## src/rtl/move_scheduler_pkg.sv

```systemverilog
// move_pkg: shared definitions for the movement scheduler.
//   - 3-bit intent codes driven on movement_intent
//   - scheduler FSM state encoding
//   - pending-bit indices and helpers mapping pending bits <-> intents
package move_pkg;

  localparam logic [2:0] INTENT_NONE    = 3'd0;
  localparam logic [2:0] INTENT_LEFT    = 3'd1;
  localparam logic [2:0] INTENT_RIGHT   = 3'd2;
  localparam logic [2:0] INTENT_ROTATE  = 3'd3;
  localparam logic [2:0] INTENT_DOWN    = 3'd4;
  localparam logic [2:0] INTENT_GRAVITY = 3'd5;

  // Pending-bit positions; buttons 0..3 line up with the debouncer array.
  localparam int P_LEFT  = 0;
  localparam int P_RIGHT = 1;
  localparam int P_ROT   = 2;
  localparam int P_DOWN  = 3;
  localparam int P_GRAV  = 4;
  localparam int NUM_REQ = 5;

  typedef enum logic [1:0] {
    ST_IDLE       = 2'd0,
    ST_WAIT_BLANK = 2'd1,
    ST_REQ        = 2'd2,
    ST_GAP        = 2'd3
  } sched_state_e;

  // Fixed priority: GRAVITY > DOWN > ROTATE > LEFT > RIGHT.
  function automatic logic [2:0] pick_winner(input logic [NUM_REQ-1:0] pend);
    if      (pend[P_GRAV])  return INTENT_GRAVITY;
    else if (pend[P_DOWN])  return INTENT_DOWN;
    else if (pend[P_ROT])   return INTENT_ROTATE;
    else if (pend[P_LEFT])  return INTENT_LEFT;
    else if (pend[P_RIGHT]) return INTENT_RIGHT;
    else                    return INTENT_NONE;
  endfunction

  function automatic logic [NUM_REQ-1:0] intent_mask(input logic [2:0] intent);
    logic [NUM_REQ-1:0] m;
    m = '0;
    case (intent)
      INTENT_LEFT:    m[P_LEFT]  = 1'b1;
      INTENT_RIGHT:   m[P_RIGHT] = 1'b1;
      INTENT_ROTATE:  m[P_ROT]   = 1'b1;
      INTENT_DOWN:    m[P_DOWN]  = 1'b1;
      INTENT_GRAVITY: m[P_GRAV]  = 1'b1;
      default:        m = '0;
    endcase
    return m;
  endfunction

endpackage

```

## src/rtl/move_scheduler_if.sv

```systemverilog
// move_scheduler_if: movement handshake between the scheduler and block memory.
//   movement_request  : request valid, held until a response
//   movement_intent   : 3-bit move code, stable while request is high
//   movement_commit   : 1-cycle pulse, move applied
//   movement_declined : 1-cycle pulse, move illegal
//   movement_steal    : 1-cycle pulse, memory preempted, retry later
// master = scheduler side, slave = block memory side.
interface move_scheduler_if;
  logic       movement_request;
  logic [2:0] movement_intent;
  logic       movement_commit;
  logic       movement_declined;
  logic       movement_steal;

  modport master (
    output movement_request, movement_intent,
    input  movement_commit, movement_declined, movement_steal
  );
  modport slave (
    input  movement_request, movement_intent,
    output movement_commit, movement_declined, movement_steal
  );
endinterface

```

## src/rtl/move_scheduler_btn_debounce.sv

```systemverilog
// btn_debounce: one raw button -> 2-FF synchroniser -> debounced level + rise pulse.
//   clk_i   : system clock
//   rst_ni  : synchronous active-low reset
//   btn_i   : raw asynchronous button, active-high
//   level_o : debounced level
//   rise_o  : one-cycle pulse on a debounced 0->1 transition
// The level only follows the synchronised input after DB_CYCLES consecutive
// samples that disagree with it; any agreeing sample restarts the count.
module btn_debounce #(
  parameter int DB_CYCLES = 250000
) (
  input  logic clk_i,
  input  logic rst_ni,
  input  logic btn_i,
  output logic level_o,
  output logic rise_o
);
  localparam int CW = $clog2(DB_CYCLES + 1);

  logic [1:0]    sync_q;
  logic [CW-1:0] cnt_q;
  logic          lvl_q, rise_q;

  always_ff @(posedge clk_i) begin
    if (!rst_ni) begin
      sync_q <= '0;
      cnt_q  <= '0;
      lvl_q  <= 1'b0;
      rise_q <= 1'b0;
    end else begin
      sync_q <= {sync_q[0], btn_i};
      rise_q <= 1'b0;
      if (sync_q[1] == lvl_q) begin
        cnt_q <= '0;
      end else if (cnt_q == CW'(DB_CYCLES - 1)) begin
        // Counter tops out here: accept the new level and restart.
        lvl_q  <= sync_q[1];
        rise_q <= sync_q[1];
        cnt_q  <= '0;
      end else begin
        cnt_q <= cnt_q + 1'b1;
      end
    end
  end

  assign level_o = lvl_q;
  assign rise_o  = rise_q;
endmodule

```

## src/rtl/move_scheduler.sv

```systemverilog
// move_scheduler: arbitrates button and gravity moves into the block memory
// movement handshake, one request at a time, launched only during blanking.
//   clk_25_175            : sole clock
//   reset                 : synchronous, active-low
//   buttL/T/R/D           : raw buttons (LEFT, ROTATE, RIGHT, DOWN)
//   gametick              : 1-cycle gravity pulse
//   core_busy             : VGA drawing; requests launch only when low
//   mv (master)           : movement request/intent/commit/declined/steal
//   drop_commit           : 1-cycle pulse on committed DOWN or GRAVITY
//   timeout_err           : sticky, set when a request gets no answer
// Optional: MOVE_SCHED_AUTOREPEAT_EN re-arms held L/R/D every REPEAT_CYCLES.
module move_scheduler
  import move_pkg::*;
#(
  parameter int DB_CYCLES      = 250000,
  parameter int TIMEOUT_CYCLES = 4096,
  parameter int REPEAT_CYCLES  = 3000000
) (
  input  logic clk_25_175,
  input  logic reset,
  input  logic buttL,
  input  logic buttT,
  input  logic buttR,
  input  logic buttD,
  input  logic gametick,
  input  logic core_busy,
  move_scheduler_if.master mv,
  output logic drop_commit,
  output logic timeout_err
);
  localparam int WW = $clog2(TIMEOUT_CYCLES) + 1;

  logic [3:0] btn_raw, db_lvl, db_rise;
  assign btn_raw = {buttD, buttT, buttR, buttL};

  btn_debounce #(.DB_CYCLES(DB_CYCLES)) u_db [3:0] (
    .clk_i   (clk_25_175),
    .rst_ni  (reset),
    .btn_i   (btn_raw),
    .level_o (db_lvl),
    .rise_o  (db_rise)
  );

  // Re-arm pulses for held buttons (bit order matches the pending vector).
  logic [NUM_REQ-1:0] rpt_set;

`ifdef MOVE_SCHED_AUTOREPEAT_EN
  localparam int RW = $clog2(REPEAT_CYCLES + 1);
  logic [2:0][RW-1:0] rcnt_q;
  logic [2:0]         rpt_q, r_lvl, r_rise;
  assign r_lvl  = {db_lvl[P_DOWN],  db_lvl[P_RIGHT],  db_lvl[P_LEFT]};
  assign r_rise = {db_rise[P_DOWN], db_rise[P_RIGHT], db_rise[P_LEFT]};

  // Counter starts at 1 on the rise cycle so re-arms land exactly
  // REPEAT_CYCLES apart from the initial edge.
  always_ff @(posedge clk_25_175) begin
    for (int i = 0; i < 3; i++) begin
      if (!reset || !r_lvl[i]) begin
        rcnt_q[i] <= '0;
        rpt_q[i]  <= 1'b0;
      end else if (r_rise[i]) begin
        rcnt_q[i] <= RW'(1);
        rpt_q[i]  <= 1'b0;
      end else if (rcnt_q[i] == RW'(REPEAT_CYCLES - 1)) begin
        rcnt_q[i] <= '0;
        rpt_q[i]  <= 1'b1;
      end else begin
        rcnt_q[i] <= rcnt_q[i] + 1'b1;
        rpt_q[i]  <= 1'b0;
      end
    end
  end
  assign rpt_set = {1'b0, rpt_q[2], 1'b0, rpt_q[1], rpt_q[0]};
`else
  localparam int unused_repeat = REPEAT_CYCLES;
  logic unused_lvl;
  assign unused_lvl = ^db_lvl;
  assign rpt_set    = '0;
`endif

  sched_state_e       state_q;
  logic [NUM_REQ-1:0] pend_q, pend_set, pend_clr;
  logic [2:0]         cur_q, intent_q;
  logic [WW-1:0]      wait_q;
  logic               req_q, drop_q, tmo_q;
  logic               lr_cancel, resp_clear;

  assign pend_set  = {gametick, db_rise} | rpt_set;
  assign lr_cancel = (state_q == ST_IDLE) && pend_q[P_LEFT] && pend_q[P_RIGHT];
  // Steal outranks commit/declined and keeps the pending bit.
  assign resp_clear = (state_q == ST_REQ) && !mv.movement_steal &&
                      (mv.movement_commit || mv.movement_declined);

  always_comb begin
    pend_clr = '0;
    if (lr_cancel)  pend_clr = intent_mask(INTENT_LEFT) | intent_mask(INTENT_RIGHT);
    if (resp_clear) pend_clr = intent_mask(cur_q);
  end

  always_ff @(posedge clk_25_175) begin
    if (!reset) begin
      state_q  <= ST_IDLE;
      pend_q   <= '0;
      cur_q    <= INTENT_NONE;
      intent_q <= INTENT_NONE;
      wait_q   <= '0;
      req_q    <= 1'b0;
      drop_q   <= 1'b0;
      tmo_q    <= 1'b0;
    end else begin
      // Clear wins over a same-cycle edge: that edge merges into the
      // request just answered.
      pend_q <= (pend_q | pend_set) & ~pend_clr;
      drop_q <= 1'b0;
      case (state_q)
        ST_IDLE: begin
          if (!lr_cancel && |pend_q) begin
            cur_q   <= pick_winner(pend_q);
            state_q <= ST_WAIT_BLANK;
          end
        end
        ST_WAIT_BLANK: begin
          if (!core_busy) begin
            state_q  <= ST_REQ;
            req_q    <= 1'b1;
            intent_q <= cur_q;
            wait_q   <= '0;
          end
        end
        ST_REQ: begin
          if (mv.movement_steal || mv.movement_commit || mv.movement_declined ||
              wait_q == WW'(TIMEOUT_CYCLES - 1)) begin
            state_q  <= ST_GAP;
            req_q    <= 1'b0;
            intent_q <= INTENT_NONE;
            if (!mv.movement_steal && mv.movement_commit)
              drop_q <= (cur_q == INTENT_DOWN) || (cur_q == INTENT_GRAVITY);
            if (!mv.movement_steal && !mv.movement_commit && !mv.movement_declined)
              tmo_q <= 1'b1;
          end else begin
            wait_q <= wait_q + 1'b1;
          end
        end
        default: state_q <= ST_IDLE;  // ST_GAP: one request-free cycle
      endcase
    end
  end

  assign mv.movement_request = req_q;
  assign mv.movement_intent  = intent_q;
  assign drop_commit         = drop_q;
  assign timeout_err         = tmo_q;
endmodule
```

## src/flat_wrapper.sv

```systemverilog
// flat-port wrapper written by rule: the top's interface ports become plain ports
module move_scheduler_flat import move_pkg::*;
#(
  parameter int DB_CYCLES      = 250000,
  parameter int TIMEOUT_CYCLES = 4096,
  parameter int REPEAT_CYCLES  = 3000000
)
  (clk_25_175, reset, buttL, buttT, buttR, buttD, gametick, core_busy, drop_commit, timeout_err, mv_movement_request, mv_movement_intent, mv_movement_commit, mv_movement_declined, mv_movement_steal);
  move_scheduler_if mv_i ();
  input  logic clk_25_175;
  input  logic reset;
  input  logic buttL;
  input  logic buttT;
  input  logic buttR;
  input  logic buttD;
  input  logic gametick;
  input  logic core_busy;
  output logic drop_commit;
  output logic timeout_err;
  output wire logic [$bits(mv_i.movement_request)-1:0] mv_movement_request;
  output wire logic [$bits(mv_i.movement_intent)-1:0] mv_movement_intent;
  input wire logic [$bits(mv_i.movement_commit)-1:0] mv_movement_commit;
  input wire logic [$bits(mv_i.movement_declined)-1:0] mv_movement_declined;
  input wire logic [$bits(mv_i.movement_steal)-1:0] mv_movement_steal;
  assign mv_movement_request = mv_i.movement_request;
  assign mv_movement_intent = mv_i.movement_intent;
  assign mv_i.movement_commit = mv_movement_commit;
  assign mv_i.movement_declined = mv_movement_declined;
  assign mv_i.movement_steal = mv_movement_steal;
  move_scheduler #(.DB_CYCLES(DB_CYCLES), .TIMEOUT_CYCLES(TIMEOUT_CYCLES), .REPEAT_CYCLES(REPEAT_CYCLES)) u_core (.clk_25_175(clk_25_175), .reset(reset), .buttL(buttL), .buttT(buttT), .buttR(buttR), .buttD(buttD), .gametick(gametick), .core_busy(core_busy), .mv(mv_i), .drop_commit(drop_commit), .timeout_err(timeout_err));
endmodule
```

## config.mk

```make
export PLATFORM = sky130hd
export DESIGN_NAME = move_scheduler_flat
export DESIGN_NICKNAME = d
export VERILOG_FILES = /design/src/rtl/move_scheduler_pkg.sv /design/src/rtl/move_scheduler_if.sv /design/src/rtl/move_scheduler_btn_debounce.sv /design/src/rtl/move_scheduler.sv /design/src/flat_wrapper.sv
export SDC_FILE = /design/constraint.sdc
export NUM_CORES = 1
export LEC_CHECK = 0
export ABC_AREA = 1
export CAP_MARGIN = 20
export CORE_ASPECT_RATIO = 1.2
export CORE_UTILIZATION = 38
export DETAILED_ROUTE_END_ITERATION = 8
export PLACE_DENSITY = 0.58
export SLEW_MARGIN = 20
export SYNTH_ARGS = -nofsm -noshare
export SYNTH_HDL_FRONTEND = slang
export SYNTH_HIERARCHICAL = 1
export SYNTH_SLANG_ARGS = --single-unit
```

## constraint.sdc

```tcl
create_clock -name clk_25_175 -period 2.1 [get_ports clk_25_175]
set_clock_uncertainty 0.2 [all_clocks]
set_input_delay 0.42 -clock clk_25_175 [delete_from_list [all_inputs] [get_ports clk_25_175]]
set_output_delay 0.42 -clock clk_25_175 [all_outputs]
set_load 0.01 [all_outputs]
```

# Word level (Yosys, flattened, before mapping)
# Index checks and enable logic that the tools add are counted.
# classes
magnitude_cmp	0
eq_ne	20
n_bitwise	12
mux	25
n_addsub	5
n_div	0
reduce_logical	38
shifts	0
n_mul	0
# op_table
operator	n
$add A18 B1 Y18 const B	4
$eq A18 B18 Y1 const B	4
$mux W13	2
$pmux W13 S2	1
$reduce_or A3 Y1	8
$mux W3	6
$add A13 B1 Y13 const B	1
$eq A13 B12 Y1 const B	1
$reduce_and A3 Y1	4
$mux W2	5
$reduce_and A2 Y1	5
$not A1 Y1	9
$logic_and A1 B1 Y1	8
$ne A2 B2 Y1 const B	4
$mux W1	7
$eq A3 B2 Y1 const B	2
$eq A3 B3 Y1 const B	2
$pmux W2 S3	1
$pmux W3 S2	1
$and A5 B5 Y5	1
$logic_or A1 B1 Y1	5
$mux W5	1
$not A5 Y5	1
$or A5 B5 Y5	1
other kinds (10)	16
# word_totals
ram_bits	0
latchBits	0
wordCells	124
rom_bits	0
n_memories	0
ff_bits	117

# Depth between registers and ports, before layout
# depth
word_depth	7
ltp_mapped	11
depth_no_buf	11

# Hierarchy
# The synthesis kept the hierarchy.
# by_module_without_submodules
module	area_per_inst_um2	seq_area_each_um2	instances	cells_each
btn_debounce	1099.8	440.4	4	164
move_scheduler	1559.0	580.6	1	232

# Worst setup path after synthesis
# OpenSTA, ideal clock, no wires.
# synth_timing
kind	flip-flop to flip-flop
start	register u_core.wait_q[0]
end	register u_core.wait_q[2]
stages_incl_launch_ff	11
synth_period_minus_slack_ps	1634
arrival_time_ps	1364
setup_slack_ps	466
setup_ps	70
cell_sequence	dfxtp_1 > ha_1 > nand3_2 > nor2_2 > nand2_1 > nand2_2 > nand2_4 > nand2_2 > buf_6 > nand2_1 > a21oi_1
# synth_via
elab_chain_len	4
word_cells_on_any_way	7
classes_between	add/sub: 1; eq/ne: 2; mux: 2; reduce/logical: 2
# synth_lines
item	line_no	rtl
start, declared	move_scheduler.sv:84	logic [WW-1:0] wait_q;
start signal, assigned	move_scheduler.sv:141	wait_q <= wait_q + 1'b1;
parallel branches: the longest is 4 deep, another holds $add A13 B1 Y13	-	
# Several ways; the timed one is not identified. The select of a mux whose other input is x is not followed.
# A chain may end at the register's enable or synchronous reset.

# Worst setup path after layout
# layout_timing
start	register u_core.intent_q[1], in the netlist u_core/mv.movement_intent[1]
end	output port mv_movement_intent[1]
# layout_lines
item	line_no	rtl
start, declared	move_scheduler.sv:83	logic [2:0] cur_q, intent_q;
start signal, assigned	move_scheduler.sv:126	intent_q <= cur_q;
end, declared	flat_wrapper.sv:21	output wire logic [$bits(mv_i.movement_intent)-1:0] mv_movement_intent;
# No word-level cell between the ends.

==> flow_summary.toml <==
[clocking]
clk_pin_slew_ns = 0.05
cts_tree = "done"
ctsHoldBuffers = 0
htreeDepth = 4
cts_resized = 0
clk_path_buf_depth = 2
cts_made_buffers = 17
clock-sinks = 117
clockRootBuffer = "clkbuf_16"
postCtsSetupBuffers = 0
clk_latency_ns = 0.42

[grt]
grt_max_degree = 19
grt_overflow = 0
antenna_found_initial = 0
grt_use_total = 0.170
grt_pass1_vias = 4975
grt_pass1_wl_um = 22100

[place]
pre_cts_slack_ns = 0.0367
hpwl_um = 8980
dp_cells = 1107
finalWeightedCongestion = 0.835
io_buffer_count = 16
place_area_mm2 = 0.00637

[worst_setup_path]
crit_slowest_cell = "clkdlybuf4s50_1"
critPathKind = "flip-flop to primary output"
worstSetupEndpointType = "primary output"
cp_num_buf_inv = 1
crit_family = "buffers and inverters"
reg2reg_depth = 9
setup.worst_path.start_class = "flip-flop"
crit_chain = "clkdlybuf4s50_1"
slowest_delay_ns = 0.55
worstReg2RegEnd = "u_core/wait_q[2]$_SDFFE_PN0P_"
crit_arrival_ns = 1.31
cp_max_fo = 2
required_ns = 1.48
r2r_slack_ns = 0.33
timing.rr.start = "u_core/wait_q[1]$_SDFFE_PN0P_"

[power]
finalPower_mw = 6.31
seq_power_share = 0.374
p_clk_frac = 0.507
switching_share = 0.240
p_per_area_mw_per_mm2 = 898
p_int_mw = 4.80
comb_power_share = 0.118
p_leak_nw = 2.40
switchingPower_mw = 1.51
ir_drop_mv = 0.586

[synthesis]
ys_ff_latch = 117
async_flop_share = 0
yosys_warnings = 6
syn_area_per_cell_um2 = 6.71
synth_most_common_cell = "nand2_1"
yosys.area_share.xor_xnor = 0.0382
ys_top_cells_by_count = "nand2_1, nor2_1, dfxtp_1"
synth_top_cells_by_area = "dfxtp_1, nand2_1, nor2_1, inv_1, a21oi_1"
ys.flop_type = "dfxtp_1"
synth_compound_area_frac = 0.0922
synth_top_area_frac = 0.393
ys_types = 36
synth_top_cell_by_area = "dfxtp_1"
synthSimpleGateAreaFrac = 0.373
synth_top_family_by_area = "simple AND/OR/NAND/NOR gates"
netlist_instances = 888
synth_mux_area_frac = 0
synth_nets = 907
synth_fa_ha_area_frac = 0.0168
synth_edf_count = 0
synth-seq-area-share = 0.393
synth_area_mm2 = 0.00596

[drt]
first_iter_violations = 289
ant_nets = 0
vias = 5245
via_per_inst = 4.61
drt_pass1_iterations = 5
wl_per_cell_um = 10.9
wl_um = 12400
drc_errors = 0

[timing]
setup_viol = 0
max_freq_mhz = 518
post-route-period-util = 0.920
slew_headroom = 0.774
tns_ns = 0
finalHoldWorstSlack_ns = 0.210
hold_viol = 0
finalCriticalPeriod_ns = 1.93
fin_ws_ns = 0.168
tightest_slew_ns = 0.338
finalMaxSlewViolations = 0
rsz0062_at_grt = "no"

[cells_and_area]
layout.nets = 941
drive_gt1_frac = 0.0867
syn_to_final_growth_pct = 17.9
nFillCells = 1578
finish.utilization = 0.464
final_cell_area_mm2 = 0.00703
diodes = 0
layout.cells.non_filler = 1138

[die]
initial_core_util = 0.393
die_w_um = 116
rows = 49
ioPinCount = 17
die_h_um = 139
coreArea_mm2 = 0.0151
die-area_mm2 = 0.0162

[hold_path]
hold_path_end = "u_core/u_db[2]/sync_q[1]$_SDFF_PN0_"
min_from = "u_core/u_db[2]/sync_q[0]$_SDFF_PN0_"
hold_depth = 2
hold_class = "flip-flop to flip-flop"

[status]
status = "finished, final reports clean"

[flow_run]
drv_cap = 0
registers in the layout (all words and copies together) (netlist names), 2 cells and up:
signal / count
u_core/u_db/sync_q: 8
u_core/mv.movement_intent: 3
u_core/cur_q: 3
u_core/u_db/rise_o: 4
u_core/wait_q: 13
u_core/state_q: 2
u_core/pend_q: 5
u_core/u_db/level_o: 4
u_core/u_db/cnt_q: 72
area by class of cell:
cell class / count / area, um2 / area share
Multi-Input combinational cell: 646 / 3100 / 0.441
Sequential cell: 117 / 2340 / 0.333
Clock buffer: 22 / 484 / 0.0689
Inverter: 112 / 420 / 0.0598
Tap cell: 204 / 255 / 0.0363
Timing Repair Buffer: 28 / 250 / 0.0356
Clock inverter: 9 / 173 / 0.0246
power groups by stage:
stage          registers, mW  logic, mW  clock network [mW]
2_1_floorplan           2.40      0.538                   0
5_1_grt                 2.37      0.836                3.40
3_3_place_gp            2.41      0.750                   0
6_report                2.36      0.747                3.20
4_1_cts                 2.36      0.751                3.29
3_5_place_dp            2.41      0.749                   0
placed cells by master (no fill, tap or decap), types with 8 or more instances in the layout:
cell / synthesis / final
ha_1: 8 / 8
clkbuf_16: 0 / 17
inv_1: 106 / 106
xor2_1: 22 / 22
nand2_2: 10 / 10
a21oi_1: 61 / 61
nor3_1: 21 / 21
nand3_1: 52 / 52
nand2_1: 213 / 213
nand3b_1: 8 / 8
clkdlybuf4s50_1: 0 / 16
dfxtp_1: 117 / 117
nor2_1: 174 / 174
o21ai_0: 22 / 22
nand4_1: 14 / 14
buf_4: 0 / 12
cells by family after synthesis:
family | after synthesis
adder cells (fa/ha/maj) | 8
AO/OA/AOI/OAI | 99
buffers and inverters | 125
flip-flops | 117
XOR/XNOR | 26
AND/OR/NAND/NOR | 513
layer usage:
metal  share of wire  vias to the layer above  global-route usage
met5               0                        -                   0
met4           0.014                        0              0.0789
met3           0.025                       10              0.0415
met2            0.48                       54               0.279
met1            0.48                     2291               0.207
li1                -                     2890                   -
how the worst max path moves through the flow:
stage,start,to,slack [ns],depth (start not counted)
3_5_place_dp,reset,u_core/u_db[0]/cnt_q[9]$_SDFF_PP0_,0.04,6
2_1_floorplan,u_core/wait_q[0]$_SDFFE_PN0P_,u_core/wait_q[2]$_SDFFE_PN0P_,0.47,10
3_3_place_gp,reset,u_core/u_db[3]/cnt_q[2]$_SDFF_PP0_,0.08,6
5_1_grt,u_core/wait_q[0]$_SDFFE_PN0P_,u_core/wait_q[5]$_SDFFE_PN0P_,0.11,9
6_report,u_core/mv.movement_intent[1]$_SDFFE_PN0P_,mv_movement_intent[1],0.17,1
4_1_cts,u_core/mv.movement_intent[1]$_SDFFE_PN0P_,mv_movement_intent[1],0.13,1
Power figures use the tool's default switching activity.
